**src/rtl/ctrl_pkg.sv**
```systemverilog
// rtl/ctrl_pkg.sv - shared opcodes, encodings and control-bundle types for ctrl_decode/ctrl_pipe
package ctrl_pkg;

   localparam int CTRL_IMMSRC_W    = 3;
   localparam int CTRL_ALUOP_W     = 2;
   localparam int CTRL_RESULTSRC_W = 2;

   localparam logic [6:0] OP_LOAD   = 7'b0000011;
   localparam logic [6:0] OP_STORE  = 7'b0100011;
   localparam logic [6:0] OP_R      = 7'b0110011;
   localparam logic [6:0] OP_BRANCH = 7'b1100011;
   localparam logic [6:0] OP_IALU   = 7'b0010011;
   localparam logic [6:0] OP_JAL    = 7'b1101111;
   localparam logic [6:0] OP_JALR   = 7'b1100111;
   localparam logic [6:0] OP_LUI    = 7'b0110111;
   localparam logic [6:0] OP_AUIPC  = 7'b0010111;

   typedef enum logic [CTRL_IMMSRC_W-1:0] {
      IMM_I = 3'b000,
      IMM_S = 3'b001,
      IMM_B = 3'b010,
      IMM_J = 3'b011,
      IMM_U = 3'b100
   } imm_src_e;

   typedef enum logic [CTRL_RESULTSRC_W-1:0] {
      RES_ALU  = 2'b00,
      RES_MEM  = 2'b01,
      RES_PC4  = 2'b10,
      RES_IMM  = 2'b11
   } result_src_e;

   localparam logic [CTRL_ALUOP_W-1:0] ALUOP_ADD  = 2'b00;
   localparam logic [CTRL_ALUOP_W-1:0] ALUOP_SUB  = 2'b01;
   localparam logic [CTRL_ALUOP_W-1:0] ALUOP_FUNC = 2'b10;

   typedef struct packed {
      logic                    reg_write;
      imm_src_e                imm_src;
      logic                    alu_src_a;
      logic                    alu_src_b;
      logic                    mem_write;
      result_src_e             result_src;
      logic                    branch;
      logic [CTRL_ALUOP_W-1:0] alu_op;
      logic                    jump;
      logic                    jump_reg;
   } ctrl_t;

   localparam ctrl_t CTRL_BUBBLE = '0;

   typedef struct packed {
      logic                    reg_write;
      logic                    mem_write;
      logic                    branch;
      logic                    jump;
      logic                    jump_reg;
      logic                    alu_src_a;
      logic                    alu_src_b;
      logic [CTRL_ALUOP_W-1:0] alu_op;
      result_src_e             result_src;
      logic                    valid;
   } ex_t;

   typedef struct packed {
      logic        reg_write;
      logic        mem_write;
      result_src_e result_src;
      logic        valid;
   } mem_t;

   typedef struct packed {
      logic        reg_write;
      result_src_e result_src;
      logic        valid;
   } wb_t;

   localparam ex_t  EX_BUBBLE  = '0;
   localparam mem_t MEM_BUBBLE = '0;
   localparam wb_t  WB_BUBBLE  = '0;

endpackage

```
**src/rtl/ctrl_decode.sv**
```systemverilog
// rtl/ctrl_decode.sv - combinational RV32I opcode to control-bundle table
// Unknown opcodes give CTRL_BUBBLE with o_known=0.
module ctrl_decode
   import ctrl_pkg::*;
(
   input  logic [6:0] i_op,
   output ctrl_t      o_ctrl,
   output logic       o_known
);

   always_comb begin
      o_ctrl  = CTRL_BUBBLE;
      o_known = 1'b1;
      unique case (i_op)
         OP_LOAD: begin
            o_ctrl.reg_write  = 1'b1;
            o_ctrl.imm_src    = IMM_I;
            o_ctrl.alu_src_b  = 1'b1;
            o_ctrl.result_src = RES_MEM;
         end
         OP_STORE: begin
            o_ctrl.imm_src    = IMM_S;
            o_ctrl.alu_src_b  = 1'b1;
            o_ctrl.mem_write  = 1'b1;
         end
         OP_R: begin
            o_ctrl.reg_write  = 1'b1;
            o_ctrl.alu_op     = ALUOP_FUNC;
         end
         OP_BRANCH: begin
            o_ctrl.imm_src    = IMM_B;
            o_ctrl.branch     = 1'b1;
            o_ctrl.alu_op     = ALUOP_SUB;
         end
         OP_IALU: begin
            o_ctrl.reg_write  = 1'b1;
            o_ctrl.alu_src_b  = 1'b1;
            o_ctrl.alu_op     = ALUOP_FUNC;
         end
         OP_JAL: begin
            o_ctrl.reg_write  = 1'b1;
            o_ctrl.imm_src    = IMM_J;
            o_ctrl.result_src = RES_PC4;
            o_ctrl.jump       = 1'b1;
         end
         OP_JALR: begin
            o_ctrl.reg_write  = 1'b1;
            o_ctrl.alu_src_b  = 1'b1;
            o_ctrl.result_src = RES_PC4;
            o_ctrl.jump_reg   = 1'b1;
         end
         // lui bypasses the ALU: W selects ImmExt directly
         OP_LUI: begin
            o_ctrl.reg_write  = 1'b1;
            o_ctrl.imm_src    = IMM_U;
            o_ctrl.result_src = RES_IMM;
         end
         OP_AUIPC: begin
            o_ctrl.reg_write  = 1'b1;
            o_ctrl.imm_src    = IMM_U;
            o_ctrl.alu_src_a  = 1'b1;
            o_ctrl.alu_src_b  = 1'b1;
         end
         default: o_known = 1'b0;
      endcase
   end

endmodule

```
**src/rtl/ctrl_pipe.sv**
```systemverilog
// rtl/ctrl_pipe.sv - decode plus E/M/W control pipeline registers with stall/flush bubbles
// Optional CTRL_ILLEGAL_TRAP_EN adds IllegalW/IllegalSeen for valid unknown opcodes.
module ctrl_pipe
   import ctrl_pkg::*;
#(
   parameter int IMMSRC_W    = CTRL_IMMSRC_W,
   parameter int ALUOP_W     = CTRL_ALUOP_W,
   parameter int RESULTSRC_W = CTRL_RESULTSRC_W
) (
   input  logic                   clk,
   input  logic                   rst_n,
   input  logic [6:0]             OpD,
   input  logic                   ValidD,
   input  logic                   StallE,
   input  logic                   FlushE,
   input  logic                   FlushM,
   output logic [IMMSRC_W-1:0]    ImmSrcD,
   output logic                   RegWriteE,
   output logic                   MemWriteE,
   output logic                   BranchE,
   output logic                   JumpE,
   output logic                   JumpRegE,
   output logic                   ALUSrcAE,
   output logic                   ALUSrcBE,
   output logic [ALUOP_W-1:0]     ALUOpE,
   output logic [RESULTSRC_W-1:0] ResultSrcE,
   output logic [RESULTSRC_W-1:0] ResultSrcM,
   output logic [RESULTSRC_W-1:0] ResultSrcW,
   output logic                   RegWriteM,
   output logic                   MemWriteM,
   output logic                   RegWriteW,
   output logic                   ValidE,
   output logic                   ValidM,
`ifdef CTRL_ILLEGAL_TRAP_EN
   output logic                   ValidW,
   output logic                   IllegalW,
   output logic                   IllegalSeen
`else
   output logic                   ValidW
`endif
);

   ctrl_t w_dec;
   logic  w_known;
   logic  w_take;
   ex_t   w_ex_d;
   ex_t   r_e;
   mem_t  r_m;
   wb_t   r_w;

   ctrl_decode u_decode (
      .i_op    (OpD),
      .o_ctrl  (w_dec),
      .o_known (w_known)
   );

   // With the trap enabled an unknown opcode stays a valid (illegal) instruction
   always_comb begin
      w_ex_d = EX_BUBBLE;
`ifdef CTRL_ILLEGAL_TRAP_EN
      w_take = ValidD;
`else
      w_take = ValidD & w_known;
`endif
      if (w_take) begin
         w_ex_d.reg_write  = w_dec.reg_write;
         w_ex_d.mem_write  = w_dec.mem_write;
         w_ex_d.branch     = w_dec.branch;
         w_ex_d.jump       = w_dec.jump;
         w_ex_d.jump_reg   = w_dec.jump_reg;
         w_ex_d.alu_src_a  = w_dec.alu_src_a;
         w_ex_d.alu_src_b  = w_dec.alu_src_b;
         w_ex_d.alu_op     = w_dec.alu_op;
         w_ex_d.result_src = w_dec.result_src;
         w_ex_d.valid      = 1'b1;
      end
   end

   always_ff @(posedge clk or negedge rst_n) begin
      if (!rst_n)       r_e <= EX_BUBBLE;
      else if (FlushE)  r_e <= EX_BUBBLE;
      else if (!StallE) r_e <= w_ex_d;
   end

   // A held E must not also advance into M, so a stall feeds M a bubble
   always_ff @(posedge clk or negedge rst_n) begin
      if (!rst_n) begin
         r_m <= MEM_BUBBLE;
      end else if (FlushM || StallE) begin
         r_m <= MEM_BUBBLE;
      end else begin
         r_m.reg_write  <= r_e.reg_write;
         r_m.mem_write  <= r_e.mem_write;
         r_m.result_src <= r_e.result_src;
         r_m.valid      <= r_e.valid;
      end
   end

   always_ff @(posedge clk or negedge rst_n) begin
      if (!rst_n) begin
         r_w <= WB_BUBBLE;
      end else begin
         r_w.reg_write  <= r_m.reg_write;
         r_w.result_src <= r_m.result_src;
         r_w.valid      <= r_m.valid;
      end
   end

`ifdef CTRL_ILLEGAL_TRAP_EN
   logic r_illegal_e;
   logic r_illegal_m;
   logic r_illegal_w;
   logic r_seen;

   always_ff @(posedge clk or negedge rst_n) begin
      if (!rst_n) begin
         r_illegal_e <= 1'b0;
         r_illegal_m <= 1'b0;
         r_illegal_w <= 1'b0;
         r_seen      <= 1'b0;
      end else begin
         if (FlushE)       r_illegal_e <= 1'b0;
         else if (!StallE) r_illegal_e <= ValidD & ~w_known;
         r_illegal_m <= (FlushM || StallE) ? 1'b0 : r_illegal_e;
         r_illegal_w <= r_illegal_m;
         if (r_w.valid && r_illegal_w) r_seen <= 1'b1;
      end
   end

   assign IllegalW    = r_illegal_w;
   assign IllegalSeen = r_seen;
`endif

   assign ImmSrcD    = IMMSRC_W'(w_dec.imm_src);
   assign RegWriteE  = r_e.reg_write;
   assign MemWriteE  = r_e.mem_write;
   assign BranchE    = r_e.branch;
   assign JumpE      = r_e.jump;
   assign JumpRegE   = r_e.jump_reg;
   assign ALUSrcAE   = r_e.alu_src_a;
   assign ALUSrcBE   = r_e.alu_src_b;
   assign ALUOpE     = ALUOP_W'(r_e.alu_op);
   assign ResultSrcE = RESULTSRC_W'(r_e.result_src);
   assign ValidE     = r_e.valid;
   assign RegWriteM  = r_m.reg_write;
   assign MemWriteM  = r_m.mem_write;
   assign ResultSrcM = RESULTSRC_W'(r_m.result_src);
   assign ValidM     = r_m.valid;
   assign RegWriteW  = r_w.reg_write;
   assign ResultSrcW = RESULTSRC_W'(r_w.result_src);
   assign ValidW     = r_w.valid;

endmodule

```
**config.mk**
```make
export PLATFORM = sky130hd
export DESIGN_NAME = ctrl_pipe
export DESIGN_NICKNAME = d
export VERILOG_FILES = /design/src/rtl/ctrl_pkg.sv /design/src/rtl/ctrl_decode.sv /design/src/rtl/ctrl_pipe.sv
export SDC_FILE = /design/constraint.sdc
export NUM_CORES = 1
export LEC_CHECK = 0
export CAP_MARGIN = 20
export CORE_MARGIN = 2
export CORE_UTILIZATION = 37
export DETAILED_ROUTE_END_ITERATION = 10
export PLACE_DENSITY = 0.81
export REMOVE_ABC_BUFFERS = 1
export SKIP_CTS_REPAIR_TIMING = 1
export SYNTH_ARGS = -nofsm -noshare
export SYNTH_HDL_FRONTEND = slang
export SYNTH_SLANG_ARGS = --single-unit
export TNS_END_PERCENT = 20
```
**constraint.sdc**
```tcl
create_clock -name clk -period 1.32 [get_ports clk]
set_input_delay 0.33 -clock clk [delete_from_list [all_inputs] [get_ports clk]]
set_output_delay 0.33 -clock clk [all_outputs]
set_load 0.05 [all_outputs]
```
======== Word-level counts from Yosys, hierarchy flattened ========
Cells that the tools add are included.
storage, ports and cells
  bits in registers ....................... 21
  latch bits .............................. 0
  memory bits (writable) .................. 0
  ROM bits ................................ 0
  input bits .............................. 13
  output and inout bits ................... 24
  word-level logic and storage cells ...... 50
  memories ................................ 0
cells by class
  add/subtract/negate cells ............... 0
  multiply operators ...................... 0
  div/mod/pow operators ................... 0
  $lt $le $gt $ge ......................... 0
  eq/ne operators ......................... 10
  shift-type cells ........................ 0
  muxes and demuxes ....................... 15
  bitwise operators ....................... 1
  reductions and logical operators ........ 7
operators by type and width
  operator            count
  $mux 12             3
  $eq 7x6->1 const B  3
  $eq 7x7->1 const B  3
  $eq 7x5->1 const B  2
  $pmux 3 s4          1
  $reduce_or 9->1     1
  $mux 1              8
  $eq 7x2->1 const B  1
  $reduce_or 7->1     1
  $pmux 2 s3          1
  $reduce_or 2->1     3
  $mux 5              1
  $reduce_or 5->1     1
  $pmux 2 s2          1
  $ne 2x1->1 const B  1
  $and 1x1->1         1
  $logic_or 1x1->1    1

======== Logic depth before layout (Yosys ltp) ========
  word-level depth ........................ 7
  depth in mapped cells ................... 4
  gate-level depth less buffers ........... 3

======== By module ========
Synthesis repeated with hierarchy kept, for this count alone.
second synthesis, totals
  cells, all modules ...................... 109
  area total of the unflattened synthesis .. 1052.3 µm²
by module, submodules not included
  module       times used  cells each  area each (µm²)  seq. area each (µm²)
  ctrl_pipe    1           68          795.8            525.5
  ctrl_decode  1           41          256.5            0.0

======== Worst setup path after synthesis ========
Ideal clock, no wire load.
  path type ............................... input to register
  start ................................... input port OpD[2]
  end ..................................... register r_e, in the netlist ALUSrcAE
  library setup time ...................... 0.075 ns
  arrival time ............................ 2.496 ns
  data required time ...................... 1.245 ns
  path slack .............................. -1.251 ns
  cell stages on the path ................. 3
  path buffers ............................ 1
  cells stage by stage .................... buf_2 > nor4b_1 > a22o_1
on the way
  word-level cells in the longest chain between the ends .. 7
  elaborated cells on any way between the ends .. 16
  classes of those cells .................. eq/ne (9); mux (5); bitwise (1); reduce/logical (1)
RTL lines
  item                                line               source
  start: declaration                  ctrl_pipe.sv:12    input logic [6:0] OpD,
  $eq 7x6->1 (tied with other cells)  ctrl_decode.sv:14  unique case (i_op)
  $reduce_or 9->1 (no line)           --
  $mux 1                              ctrl_decode.sv:14
  $and 1x1->1                         ctrl_pipe.sv:63    w_take = ValidD & w_known;
  $mux 12 (*)                         ctrl_pipe.sv:65    if (w_take) begin
  $mux 12 (*)                         ctrl_pipe.sv:82    else if (!StallE) r_e <= w_ex_d;
  $mux 12 (*)                         ctrl_pipe.sv:81    else if (FlushE) r_e <= EX_BUBBLE;
  end signal: assignment              ctrl_pipe.sv:82
  end: declaration                    ctrl_pipe.sv:47    ex_t r_e;
Mark *: on every way between the ends. The rest lies on a longest branch, timed or not. The select of a mux whose other input is x is not followed.
A chain may end at the register's enable or synchronous reset.

======== Worst setup path in the final report ========
  start ................................... input port OpD[2]
  end ..................................... output port ImmSrcD[0]
on the way
  word-level cells in the longest chain between the ends .. 3
  elaborated cells on any way between the ends .. 7
  classes of those cells .................. eq/ne (5); mux (1); reduce/logical (1)
RTL lines
  item                                             line               source
  $eq 7x6->1 / $eq 7x5->1 (equally long branches)  ctrl_decode.sv:14
  $reduce_or 2->1 (no line)                        --
  $pmux 3 s4 (*)                                   ctrl_decode.sv:14
  end: declaration                                 ctrl_pipe.sv:17    output logic [IMMSRC_W-1:0] ImmSrcD,
Mark *: on every way between the ends. The rest lies on a longest branch, timed or not.

==> impl_metrics.env <==
export IMPL_synth_area_leaders="dfrtp_1 57%, nand2_1 5.5%, o31ai_2 4.3%, o21ai_0 4.0%, and2_1 3.6%"
export IMPL_die_x_um=52.76
export IMPL_root_buffer="clkbuf_4"
export IMPL_max_stage_delay_ns=0.24
export IMPL_grt_pass1_wl_um=3739
export IMPL_rsz0062_at_grt="true"
export IMPL_ys_ff_latch=20
export IMPL_critPathLaunchType="input pin"
export IMPL_status="complete, but fails checks"
export IMPL_clock_sinks=20
export IMPL_holdPathStages=3
export IMPL_dpl_cell_count=158
export IMPL_cts_path_max_buffers=2
export IMPL_dpl_hpwl_um=1868
export IMPL_hold_viol=0
export IMPL_fin_crit_sh_pct=111.9
export IMPL_cp_arrival_ns=1.15
export IMPL_final_cell_count_no_fill=165
export IMPL_num_fill_cells=118
export IMPL_cp_depth=5
export IMPL_initial_core_util_pct=39.38
export IMPL_r2r_cells=1
export IMPL_cts_made_buffers=3
export IMPL_synthToLayoutAreaGrowth_pct=106.4
export IMPL_path_clk_slew_ns=0.12
export IMPL_maxSlewHeadroom_pct=81.97
export IMPL_grt_max_degree=21
export IMPL_cts_tree="yes"
export IMPL_final_cell_mix="24 x buf_12, 19 x dfrtp_1, 17 x buf_4"
export IMPL_synth_area_um2=879.6
export IMPL_drc=0
export IMPL_vdd_ir_drop_max_mv=0.4506
export IMPL_drv_slew=0
export IMPL_h_tree_depth=1
export IMPL_grt_antenna_before_repair=0
export IMPL_via_count=863
export IMPL_io_pins=37
export IMPL_grt_overflow_total=0
export IMPL_path_cells="buf_8, buf_6, nand4bb_4, a21oi_4, buf_12"
export IMPL_slowest_stage="nand4bb_4"
export IMPL_end_kind="primary output"
export IMPL_drtIter0Drc=16
export IMPL_crit_type="input pin to primary output"
export IMPL_wl_per_cell_um=17.13
export IMPL_fin_ws_ns=-0.1568
export IMPL_portBuffers=36
export IMPL_violations="setup timing"
export IMPL_synth_distinct_cells=30
export IMPL_final_area_mm2=0.001815
export IMPL_max_cap_viol_count=0
export IMPL_ys_seq_area_share_pct=56.90
export IMPL_cp_max_fo=4
export IMPL_grt_use_total_pct=19.41
export IMPL_clock_latency_ns=0.31
export IMPL_die_h_um=52.76
export IMPL_syn_avg_cell_area_um2=10.73
export IMPL_cp_top_family="buffers and inverters"
export IMPL_drt_vias_per_instance=5.230
export IMPL_firstDrtPassIters=4
export IMPL_setup_violations_final=3
export IMPL_yosysWarningCount=0
export IMPL_crit_required_ns=0.99
export IMPL_core_mm2=0.002233
export IMPL_ant_nets=0
export IMPL_place_worst_setup_slack_ns=-0.6176
export IMPL_num_nets_final=151
export IMPL_synth_area_leader_cell="dfrtp_1"
export IMPL_netlist_instances=82
export IMPL_p_leak_uw=0.0008471
export IMPL_gp_congestion=0.8350
export IMPL_worstMarginPinSlew_ns=0.2668
export IMPL_drive_gt1_share_pct=51.09
export IMPL_hold_path_class="input pin to register"
export IMPL_cp_num_buf_inv=3
export IMPL_fmax_ghz=0.6771
export IMPL_grt_pass1_vias=837
export IMPL_rows=17
export IMPL_place_area_mm2=0.001619
export IMPL_antenna_diode_count=0
export IMPL_final_common_cell="buf_12"
export IMPL_power_density_mw_per_mm2=729.7
export IMPL_period_needed_ns=1.477
export IMPL_wl_um=2826
export IMPL_die_area_mm2=0.002783
export IMPL_fin_skew_ns=0.006257
export IMPL_p_total_uw=1325
export IMPL_synth_top_cell_area_share_pct=56.90
==> routing by layer <==
metal | track usage [%] | up-vias | share of wire, %
met1 | 20.44 | 421 | 35
met2 | 36.04 | 36 | 57
met5 | 0 | - | 0
met4 | 10.26 | 0 | 2.6
met3 | 3.429 | 9 | 5.3
li1 | - | 397 | -
==> path summary, 6_finish.rpt <==
path	startpoint	end	slack [ns]
min	OpD[2]	BranchE	0.32
min reg2reg	ResultSrcM[0]	ResultSrcW[0]	0.45
min in group asynchronous	rst_n	ALUSrcAE	0.36
max in group asynchronous	rst_n	BranchE	0.74
max reg2reg	ALUSrcAE	ALUSrcAE	0.56
max	OpD[2]	ImmSrcD[0]	-0.16
==> cells in the mapped netlist (all sizes together) <==
| master | count |
|---|---|
| or3b | 1 |
| nand4bb | 1 |
| o21ai | 8 |
| clkbuf | 3 |
| o31ai | 3 |
| nand2b | 2 |
| and2b | 1 |
| a21oi | 2 |
| and4b | 1 |
| dfrtp | 20 |
| or3 | 1 |
| a22o | 1 |
| buf | 2 |
| and2 | 5 |
| nor3 | 3 |
| nor4 | 1 |
| mux2i | 1 |
| inv | 1 |
| a2bb2oi | 1 |
| nor4b | 2 |
| nor2b | 2 |
| or2 | 1 |
| nand3b | 1 |
| nand2 | 13 |
| o21bai | 1 |
| nor2 | 2 |
| and3 | 1 |
| nor3b | 1 |
==> final cells by class <==
class / instances / area (µm²) / share of cell area [%]
clock buffers: 3 / 22.52 / 1.241
clock inverters: 1 / 30.03 / 1.654
inverters: 1 / 3.754 / 0.2068
multi-input cells: 56 / 432.9 / 23.85
flip-flops and latches: 20 / 501.7 / 27.64
well taps: 28 / 35.03 / 1.930
repair buffers: 56 / 789.5 / 43.49
==> metrics by stage <==
| step | util (%) | hold slack (ns) | setup TNS (ns) |
|---|---|---|---|
| final | 81.29 | 0.3214 | -0.3787 |
| after CTS | 74.85 | 0.3648 | -3.522 |
| after global placement | 72.49 | 0.4196 | -6.584 |
| after global routing | 81.29 | 0.3321 | -0.4598 |
| after floorplan | - | 0.03441 | -3.947 |
| after detailed placement | 72.49 | 0.4257 | -6.849 |
==> power breakdown <==
part | internal (µW) | total, µW | switching, µW
Sequential | 614 | 616 | 2.13
Clock | 307 | 504 | 197
Combinational | 107 | 204 | 97.2
Total | 1030 | 1320 | 297
==> kinds of logic after synthesis <==
family,Yosys count,share of synthesized area (%)
buffers and inverters,6,3.129
AO/OA/AOI/OAI,16,12.80
AND/OR/NAND/NOR,39,26.03
multiplexers,1,1.138
flip-flops,20,56.90
(Power assumes the default switching activity.)
